--- src/rtl/turbo_encode_pkg.sv ---
`default_nettype none
// ============================================================================
// Module      : turbo_encode_pkg
// Description : Shared types, constants and the 4-state RSC step function
//               used by the turbo_encode_rsc encoder and its RSC sub-module.
//               Optional macro TURBO_ENCODE_TAIL_SYS2_EN (used by the
//               encoder and its interface, not by this package).
// Revision    : 1.0 - initial release
// ============================================================================
package turbo_encode_pkg;

    // Encoder memory (number of state bits) and number of output rows.
    localparam int RSC_MEM = 2;
    localparam int NROWS   = 3;

    typedef enum logic [1:0] {
        IDLE = 2'd0,
        DATA = 2'd1,
        TAIL = 2'd2,
        DONE = 2'd3
    } enc_state_t;

    // RSC state {s1, s0}.
    typedef logic [1:0] rsc_state_t;

    // One step of the recursive (feedback 7) / parity (5) code.
    // Returns {next_state, parity}.
    function automatic logic [2:0] rsc_step(input logic u, input rsc_state_t s);
        logic a;
        a = u ^ s[1] ^ s[0];
        return {a, s[1], a ^ s[0]};
    endfunction

    // Constant-evaluable gcd for the interleaver step check.
    function automatic int gcd_int(input int a, input int b);
        int x;
        int y;
        int t;
        x = a;
        y = b;
        while (y != 0) begin
            t = x % y;
            x = y;
            y = t;
        end
        return x;
    endfunction

endpackage : turbo_encode_pkg
`default_nettype wire

--- src/rtl/turbo_encode_rsc_if.sv ---
`default_nettype none
// ============================================================================
// Module      : turbo_encode_rsc_if
// Description : Block handshake and output bus of the turbo encoder.
//               master : block source / result consumer
//               slave  : the encoder
//               in_valid/in_ready/x : block input, x sampled on accept
//               out_valid/y         : one-cycle result pulse and y rows
//               y_tail2             : enc-2 tail inputs, present only when
//                                     TURBO_ENCODE_TAIL_SYS2_EN is defined
// Revision    : 1.0 - initial release
// ============================================================================
interface turbo_encode_rsc_if #(
    parameter int N         = 64,
    parameter int TAIL_BITS = 2
);
    import turbo_encode_pkg::*;

    logic in_valid;
    logic in_ready;
    logic x [N];
    logic out_valid;
    logic y [NROWS][N+TAIL_BITS];
`ifdef TURBO_ENCODE_TAIL_SYS2_EN
    logic y_tail2 [TAIL_BITS];
`endif

`ifdef TURBO_ENCODE_TAIL_SYS2_EN
    modport master (output in_valid, x, input in_ready, out_valid, y, y_tail2);
    modport slave  (input in_valid, x, output in_ready, out_valid, y, y_tail2);
`else
    modport master (output in_valid, x, input in_ready, out_valid, y);
    modport slave  (input in_valid, x, output in_ready, out_valid, y);
`endif

endinterface : turbo_encode_rsc_if
`default_nettype wire

--- src/rtl/turbo_encode_rsc_rsc4_encoder.sv ---
`default_nettype none
// ============================================================================
// Module      : rsc4_encoder
// Description : 4-state recursive systematic convolutional encoder, one bit
//               per step. Ports:
//               clk, reset_n : clock, asynchronous active-low reset
//               clear        : force state to 00 (wins over step)
//               step         : advance state using u_used
//               term         : use u = s1^s0 (drives feedback to 0)
//               u            : information bit when term=0
//               u_used       : bit actually fed to the encoder
//               parity       : parity bit for the current step
// Revision    : 1.0 - initial release
// ============================================================================
module rsc4_encoder
    import turbo_encode_pkg::*;
(
    input  wire  clk,
    input  wire  reset_n,
    input  wire  clear,
    input  wire  step,
    input  wire  term,
    input  wire  u,
    output logic u_used,
    output logic parity
);

    rsc_state_t state_q;
    rsc_state_t state_d;
    logic [2:0] w_step_res;

    always_comb begin
        u_used     = term ? (state_q[1] ^ state_q[0]) : u;
        w_step_res = rsc_step(u_used, state_q);
        parity     = w_step_res[0];
        state_d    = state_q;
        if (clear) begin
            state_d = '0;
        end else if (step) begin
            state_d = w_step_res[2:1];
        end
    end

    always_ff @(posedge clk or negedge reset_n) begin
        if (!reset_n) begin
            state_q <= '0;
        end else begin
            state_q <= state_d;
        end
    end

endmodule : rsc4_encoder
`default_nettype wire

--- src/rtl/turbo_encode_rsc.sv ---
`default_nettype none
// ============================================================================
// Module      : turbo_encode_rsc
// Description : Rate-1/3 turbo encoder. Accepts an N-bit block in parallel,
//               runs two 4-state RSC encoders one bit per cycle (encoder 2
//               through the prime-step interleaver pi(i) = i*P mod N), then
//               terminates both and pulses out_valid with y laid out as
//               row 0 systematic, row 1 parity 1, row 2 parity 2.
//               Ports: clk, reset_n (async active-low), bus (slave modport
//               of turbo_encode_rsc_if).
//               Optional macro TURBO_ENCODE_TAIL_SYS2_EN adds y_tail2, the
//               encoder-2 termination input bits.
// Revision    : 1.0 - initial release
// ============================================================================
module turbo_encode_rsc
    import turbo_encode_pkg::*;
#(
    parameter int N         = 64,
    parameter int P         = 3,
    parameter int TAIL_BITS = 2
) (
    input  wire              clk,
    input  wire              reset_n,
    turbo_encode_rsc_if.slave bus
);

    localparam int c_W     = N + TAIL_BITS;
    localparam int c_IW    = $clog2(N + TAIL_BITS + 1);
    localparam int c_AW    = $clog2(N);
    localparam int c_YW    = $clog2(c_W);
    localparam int c_P_MOD = P % N;

    if (gcd_int(P, N) != 1) begin : g_bad_step
        $error("turbo_encode_rsc: gcd(P, N) must be 1");
    end
    if (TAIL_BITS != RSC_MEM) begin : g_bad_tail
        $error("turbo_encode_rsc: TAIL_BITS must equal the encoder memory");
    end

    enc_state_t      state_q,     state_d;
    logic [N-1:0]    xbuf_q,      xbuf_d;
    logic [c_IW-1:0] i_q,         i_d;
    logic [c_AW-1:0] addr_q,      addr_d;
    logic [c_W-1:0]  y_q [NROWS];
    logic [c_W-1:0]  y_d [NROWS];
    logic            in_ready_q,  in_ready_d;
    logic            out_valid_q, out_valid_d;
`ifdef TURBO_ENCODE_TAIL_SYS2_EN
    logic [TAIL_BITS-1:0] y_tail2_q, y_tail2_d;
`endif

    logic            w_clear;
    logic            w_step;
    logic            w_term;
    logic            w_u1_used, w_p1;
    logic            w_u2_used, w_p2;
    logic [c_AW:0]   w_addr_sum;
    logic [c_YW-1:0] w_col;

    rsc4_encoder u_enc1 (
        .clk     (clk),
        .reset_n (reset_n),
        .clear   (w_clear),
        .step    (w_step),
        .term    (w_term),
        .u       (xbuf_q[i_q[c_AW-1:0]]),
        .u_used  (w_u1_used),
        .parity  (w_p1)
    );

    rsc4_encoder u_enc2 (
        .clk     (clk),
        .reset_n (reset_n),
        .clear   (w_clear),
        .step    (w_step),
        .term    (w_term),
        .u       (xbuf_q[addr_q]),
        .u_used  (w_u2_used),
        .parity  (w_p2)
    );

    // Interleaver address walks by P modulo N with a single conditional
    // subtract, so pi(i) never needs a multiplier.
    assign w_addr_sum = {1'b0, addr_q} + (c_AW+1)'(c_P_MOD);
    assign w_col      = i_q[c_YW-1:0];

    always_comb begin
        state_d     = state_q;
        xbuf_d      = xbuf_q;
        i_d         = i_q;
        addr_d      = addr_q;
        y_d         = y_q;
`ifdef TURBO_ENCODE_TAIL_SYS2_EN
        y_tail2_d   = y_tail2_q;
`endif
        w_clear     = 1'b0;
        w_step      = 1'b0;
        w_term      = 1'b0;

        case (state_q)
            IDLE: begin
                if (bus.in_valid) begin
                    for (int k = 0; k < N; k++) begin
                        xbuf_d[k] = bus.x[k];
                    end
                    i_d     = '0;
                    addr_d  = '0;
                    w_clear = 1'b1;
                    state_d = DATA;
                end
            end
            DATA: begin
                w_step          = 1'b1;
                y_d[0][w_col]   = w_u1_used;
                y_d[1][w_col]   = w_p1;
                y_d[2][w_col]   = w_p2;
                addr_d = (w_addr_sum >= (c_AW+1)'(N))
                       ? c_AW'(w_addr_sum - (c_AW+1)'(N))
                       : w_addr_sum[c_AW-1:0];
                i_d = i_q + 1'b1;
                if (i_q == c_IW'(N - 1)) begin
                    state_d = TAIL;
                end
            end
            TAIL: begin
                // i keeps counting past N so tail bits land in columns N..
                w_step          = 1'b1;
                w_term          = 1'b1;
                y_d[0][w_col]   = w_u1_used;
                y_d[1][w_col]   = w_p1;
                y_d[2][w_col]   = w_p2;
`ifdef TURBO_ENCODE_TAIL_SYS2_EN
                for (int t = 0; t < TAIL_BITS; t++) begin
                    if (i_q == c_IW'(N + t)) begin
                        y_tail2_d[t] = w_u2_used;
                    end
                end
`endif
                i_d = i_q + 1'b1;
                if (i_q == c_IW'(N + TAIL_BITS - 1)) begin
                    state_d = DONE;
                end
            end
            DONE: begin
                state_d = IDLE;
            end
            default: begin
                state_d = IDLE;
            end
        endcase

        in_ready_d  = (state_d == IDLE);
        out_valid_d = (state_d == DONE);
    end

    always_ff @(posedge clk or negedge reset_n) begin
        if (!reset_n) begin
            state_q     <= IDLE;
            xbuf_q      <= '0;
            i_q         <= '0;
            addr_q      <= '0;
            for (int r = 0; r < NROWS; r++) begin
                y_q[r] <= '0;
            end
            in_ready_q  <= 1'b1;
            out_valid_q <= 1'b0;
`ifdef TURBO_ENCODE_TAIL_SYS2_EN
            y_tail2_q   <= '0;
`endif
        end else begin
            state_q     <= state_d;
            xbuf_q      <= xbuf_d;
            i_q         <= i_d;
            addr_q      <= addr_d;
            y_q         <= y_d;
            in_ready_q  <= in_ready_d;
            out_valid_q <= out_valid_d;
`ifdef TURBO_ENCODE_TAIL_SYS2_EN
            y_tail2_q   <= y_tail2_d;
`endif
        end
    end

    assign bus.in_ready  = in_ready_q;
    assign bus.out_valid = out_valid_q;

    for (genvar r = 0; r < NROWS; r++) begin : g_row
        for (genvar c = 0; c < c_W; c++) begin : g_col
            assign bus.y[r][c] = y_q[r][c];
        end
    end

`ifdef TURBO_ENCODE_TAIL_SYS2_EN
    for (genvar t = 0; t < TAIL_BITS; t++) begin : g_tail2
        assign bus.y_tail2[t] = y_tail2_q[t];
    end
`endif

endmodule : turbo_encode_rsc
`default_nettype wire

--- src/flat_wrapper.sv ---
// flat-port wrapper written by rule: the top's interface ports become plain ports
module turbo_encode_rsc_flat import turbo_encode_pkg::*;
#(
    parameter int N         = 64,
    parameter int P         = 3,
    parameter int TAIL_BITS = 2
)
  (clk, reset_n, bus_in_valid, bus_x, bus_in_ready, bus_out_valid, bus_y);
  turbo_encode_rsc_if #(.N(N), .TAIL_BITS(TAIL_BITS)) bus_i ();
  input  wire clk;
  input  wire reset_n;
  input wire logic [$bits(bus_i.in_valid)-1:0] bus_in_valid;
  input wire logic [$bits(bus_i.x)-1:0] bus_x;
  output wire logic [$bits(bus_i.in_ready)-1:0] bus_in_ready;
  output wire logic [$bits(bus_i.out_valid)-1:0] bus_out_valid;
  output wire logic [$bits(bus_i.y)-1:0] bus_y;
  assign bus_i.in_valid = bus_in_valid;
  assign bus_i.x = {>>{bus_x}};
  assign bus_in_ready = bus_i.in_ready;
  assign bus_out_valid = bus_i.out_valid;
  assign bus_y = {>>{bus_i.y}};
  turbo_encode_rsc #(.N(N), .P(P), .TAIL_BITS(TAIL_BITS)) u_core (.clk(clk), .reset_n(reset_n), .bus(bus_i));
endmodule
--- config.mk ---
export PLATFORM = sky130hd
export DESIGN_NAME = turbo_encode_rsc_flat
export DESIGN_NICKNAME = d
export VERILOG_FILES = /design/src/rtl/turbo_encode_pkg.sv /design/src/rtl/turbo_encode_rsc_if.sv /design/src/rtl/turbo_encode_rsc_rsc4_encoder.sv /design/src/rtl/turbo_encode_rsc.sv /design/src/flat_wrapper.sv
export SDC_FILE = /design/constraint.sdc
export NUM_CORES = 1
export LEC_CHECK = 0
export CAP_MARGIN = 0
export CORE_MARGIN = 2
export CORE_UTILIZATION = 55
export CTS_CLUSTER_SIZE = 16
export DETAILED_ROUTE_END_ITERATION = 10
export PLACE_DENSITY = 0.85
export SYNTH_ARGS = -nofsm -noshare
export SYNTH_HDL_FRONTEND = slang
export SYNTH_HIERARCHICAL = 1
export SYNTH_SLANG_ARGS = --single-unit
--- constraint.sdc ---
create_clock -name clk -period 7.61 [get_ports clk]
set_clock_uncertainty 0.2 [all_clocks]
set_input_delay 0.761 -clock clk [delete_from_list [all_inputs] [get_ports clk]]
set_output_delay 0.761 -clock clk [all_outputs]
set_load 0.005 [all_outputs]
---- Yosys cells after proc, flatten, opt, wreduce, memory -nomap -nowiden ----
Cells that the tools add are included.
operators by class
  $lt $le $gt $ge ......................... 5
  reductions and logical operators ........ 10
  multiply operators ...................... 0
  multiplexer cells ....................... 28
  divide/modulo/power cells ............... 0
  bitwise gates (word level) .............. 8
  equality and inequality tests ........... 7
  $add $sub $neg .......................... 3
  shift-type cells ........................ 0
operator list
  operator                                              count
  bitwise mux 66 bit                                    3
  < comparator 6 x 7 -> 1 bit (second input constant)   2
  two-way mux 2 bit                                     7
  one-hot mux 7 bit (2 select lines)                    1
  binary-select mux 1 bit (select 6 bit)                2
  two-way mux 6 bit                                     2
  one-hot mux 6 bit (2 select lines)                    1
  two-way mux 1 bit                                     9
  < comparator 7 x 8 -> 1 bit (second input constant)   1
  one-hot mux 2 bit (4 select lines)                    1
  bitwise XOR 1 bit                                     8
  adder 6 x 2 -> 7 bit (second input constant)          1
  adder 7 x 1 -> 7 bit (second input constant)          1
  demux 1 bit (select 7 bit)                            1
  == test 7 x 6 -> 1 bit (second input constant)        1
  == test 7 bit (second input constant)                 1
  >= comparator 7 x 1 -> 1 bit (second input constant)  1
  >= comparator 7 bit (second input constant)           1
  two-way mux 7 bit                                     1
  == test 2 bit (second input constant)                 3
  AND reduction 2 bit                                   3
  nonzero test 2 bit                                    3
  subtractor 6 x 1 -> 6 bit (second input constant)     1
  logical NOT 2 bit                                     2
  other kinds (4)                                       4
word-level totals
  bits of input ports ..................... 67
  memory bits (writable) .................. 0
  memories kept ........................... 0
  memory bits (read-only) ................. 0
  bits in latches ......................... 0
  output and inout bits ................... 200
  logic and storage cells ................. 72
  flip-flop bits (word level) ............. 283

---- Longest topological paths before layout ----
  depth in word-level cells ............... 7
  depth in mapped cells ................... 13
  depth with buffers taken out ............ 8

---- Modules after synthesis ----
Netlist, hierarchy kept.
by module, submodules not included
  module            area each (um^2)  cells an instance  sequential area each (um^2)  times used
  turbo_encode_rsc  12,310.6          873                6,982.9                      1
  rsc4_encoder      137.6             15                 50.0                         2

---- Least setup slack after synthesis ----
No wires, ideal clock.
  kind .................................... register -> register
  from .................................... reg u_core.i_q[0]
  to ...................................... reg u_core.y_q, in the netlist u_core/bus.y[103]
  buffers on the path ..................... 4
  setup time .............................. 0.065 ns
  arrival time ............................ 2.681 ns
  data required time ...................... 7.345 ns
  path slack .............................. 4.664 ns
  stages on the path, launching flop included .. 13
  clock period less this slack ............ 2.946 ns
  cells stage by stage .................... dfrtp_1 > buf_4 > buf_4 > mux4_2 > mux2i_1 > nor2_1 > nor3_1 > a32oi_1 > xnor2_1 > o21ai_0 > clkbuf_1 > clkbuf_1 > mux2_2
on the way
  longest elaborated chain between the ends .. 7
  elaborated cells on any way between the ends .. 12
  classes of those cells .................. order compare (2); mux (6); bitwise (3); reduce/logical (1)
ends and longest elaborated chain
  what                                     line                                              source
  start: declaration                       turbo_encode_rsc.sv:42                            logic [c_IW-1:0] i_q, i_d;
  start signal: assignment                 turbo_encode_rsc.sv:173                           i_q <= i_d;
  binary-select mux 1 bit (select 6 bit)   turbo_encode_rsc.sv:66                            .u (xbuf_q[i_q[c_AW-1:0]]),
  two-way mux 1 bit (not written as such)  turbo_encode_rsc.sv:66
  two-way mux 1 bit                        turbo_encode_rsc_rsc4_encoder.sv:33               u_used = term ? (state_q[1] ^ state_q[0]) : u;
  bitwise XOR 1 bit (2 in a row)           turbo_encode_pkg.sv:30                            a = u ^ s[1] ^ s[0];
  bitwise XOR 1 bit                        turbo_encode_pkg.sv:31                            return {a, s[1], a ^ s[0]};
  named net u_core.w_p1                    turbo_encode_rsc.sv:55                            logic w_u1_used, w_p1;
  bitwise mux 66 bit                       turbo_encode_rsc.sv:115, turbo_encode_rsc.sv:130
  end signal: assignment                   turbo_encode_rsc.sv:175                           y_q <= y_d;
  end: declaration                         turbo_encode_rsc.sv:44                            logic [c_W-1:0] y_q [NROWS];
The timed path passes the listed nets, and every way through them passes these cells. The select of a mux whose other input is x is not followed.
A chain may end at the register's enable or synchronous reset.

---- Worst setup path after layout ----
  from .................................... reg u_core.i_q[1]
  to ...................................... reg u_core.y_q, in the netlist u_core/bus.y[86]
Same word-level chain as after synthesis.

==> metrics <==
Worst EP required 7890 ps; Slew headroom 30.1%; Hold-fix buffers, CTS 0; status completed; setup repair after global routing missed its margin no; critical path endpoint category register; Layout area overhead 30.5%; pwr/cell area 186 mW/mm^2; worst-path fanout max 36; post-synthesis area per instance 14.0 sq um; final net count 1221; Max Slew Vio Count 0; vias in the first global route 9054; first-pass GRT wire length 52400 um; Post-Syn Nets 973; fin crit share 56.9%; initial core utilization 55.9%; Final Hold Viols 0; crit path DAT 4610 ps; Mapped Cells 900; commonest cells after routing, fill and taps aside 282 x dfrtp_1, 267 x mux2_2, 265 x clkdlybuf4s50_1, 59 x nand2_1, 47 x nor2_1; FP Rows 55; Slew @ Worst Pin 1050 ps; Synth Cell Area 0.0126 sq mm; DR pass1 iterations 7; number of max-cap violations 0; Resized cells post-CTS 0; htree depth 1; layout cell share with drive strength beyond 1 30.5%; antenna cells 0; Wirelength per Cell 22.7 um; Top Ports 267; CTS root buf clkbuf_16; Worst-Skew Late Latency 550 ps; initial antenna violation count 0; drt initial violations 448; Clk pin slew, worst setup/hold paths 60 ps; Setup TNS 0 ps; Routed Antenna Nets 0; Synthesis Warnings 6; Peak VDD IR 0.201 mV; vias after detailed routing 8533; Die X 155 um; PortBufs 266; Finish-stage setup viols 0; Sink Count 283; static leakage 7.17 nW; Worst Setup Start Kind register; largest net degree at the start of global routing 141; setup bufs post-CTS 0; core area 0.0225 sq mm; GRT Util Overall 28.0%; DRC viols 0; hold_ws 102 ps; Max Freq 0.231 GHz; CTS tree yes; commonest non-fill, non-tap cell in the layout dfrtp_1; Crit Path Class register to register; Vert. Die Dim 155 um; Hold Path Class input pin to async pin; TritonCTS buffer count 29; Crit. Startpoint u_core/i_q[1]; RR Startpoint u_core/i_q[1]; drt via density 5.86; hpwl dp 22400 um; Overflow after GRT 0; final estimated routing congestion in global placement 0.807; final WL 33000 um; Clock Path Buffers 3; Tmin final 4330 ps; full die area 0.0241 sq mm
area by class of cell:
class | count | area (sq um)
Sequential cell | 283 | 7080
Fill cell | 1431 | 6100
Multi-Input combinational cell | 549 | 5190
Timing Repair Buffer | 274 | 2730
Clock buffer | 37 | 816
Tap cell | 285 | 357
Clock inverter | 16 | 191
Inverter | 11 | 41.3
state kept, by name, indices dropped and copies added, names as in the netlist:
| signal | count |
|---|---|
| u_core/bus.y | 198 |
| u_core/xbuf_q | 64 |
| u_core/i_q | 7 |
| u_core/addr_q | 6 |
| u_core/state_q | 2 |
| u_core/u_enc1/state_q | 2 |
| u_core/u_enc2/state_q | 2 |
| u_core/bus.in_ready | 1 |
| u_core/bus.out_valid | 1 |
metal layers:
layer  wire, um  vias to the layer above  GRT usage, %
met5          0                        -             0
met4       1140                        0          9.39
met3       2390                       69          6.96
met2      15900                      292          45.0
met1      13600                     4432          37.7
li1           -                     3740             -
where the power goes:
part	total, mW	internal [mW]	switching, mW
Sequential	1.50	1.50	0
Combinational	0.0654	0.0307	0.0347
Clock	1.48	0.891	0.593
Total	3.05	2.43	0.628
per-stage QoR:
step	std cells	util, %	setup WS [ps]	total power, mW	cell area (sq um)
3_5_place_dp	1402	68.4	3350	1.60	15400
2_1_floorplan	900	-	4660	1.53	12600
4_1_cts	1455	72.9	3300	3.08	16400
3_3_place_gp	1402	68.4	3390	1.60	15400
6_report	1455	72.9	3280	3.05	16400
5_1_grt	1455	72.9	3120	3.15	16400
critical path, stage by stage, from the launching register on:
cell and delay, ps:
dfrtp_1 760, buf_4 340, mux4_2 540, mux2_2 270
o21ai_0 220, a32oi_1 240, xnor2_1 230, o21ai_4 700
buf_4 490, mux2_2 240
final timing paths:
| path | cells past startpoint | endpoint | slack [ps] |
|---|---|---|---|
| max in group asynchronous | 2 | u_core/bus.y[30] | 5410 |
| hold / removal | 1 | u_core/bus.y[26] | 100 |
| min in group clk | 1 | u_core/bus.y[157] | 300 |
| hold reg to reg | 1 | u_core/bus.y[157] | 300 |
| setup reg to reg | 9 | u_core/bus.y[86] | 3280 |
| setup / recovery | 9 | u_core/bus.y[86] | 3280 |
No activity file was read; power rests on OpenSTA's default activity.
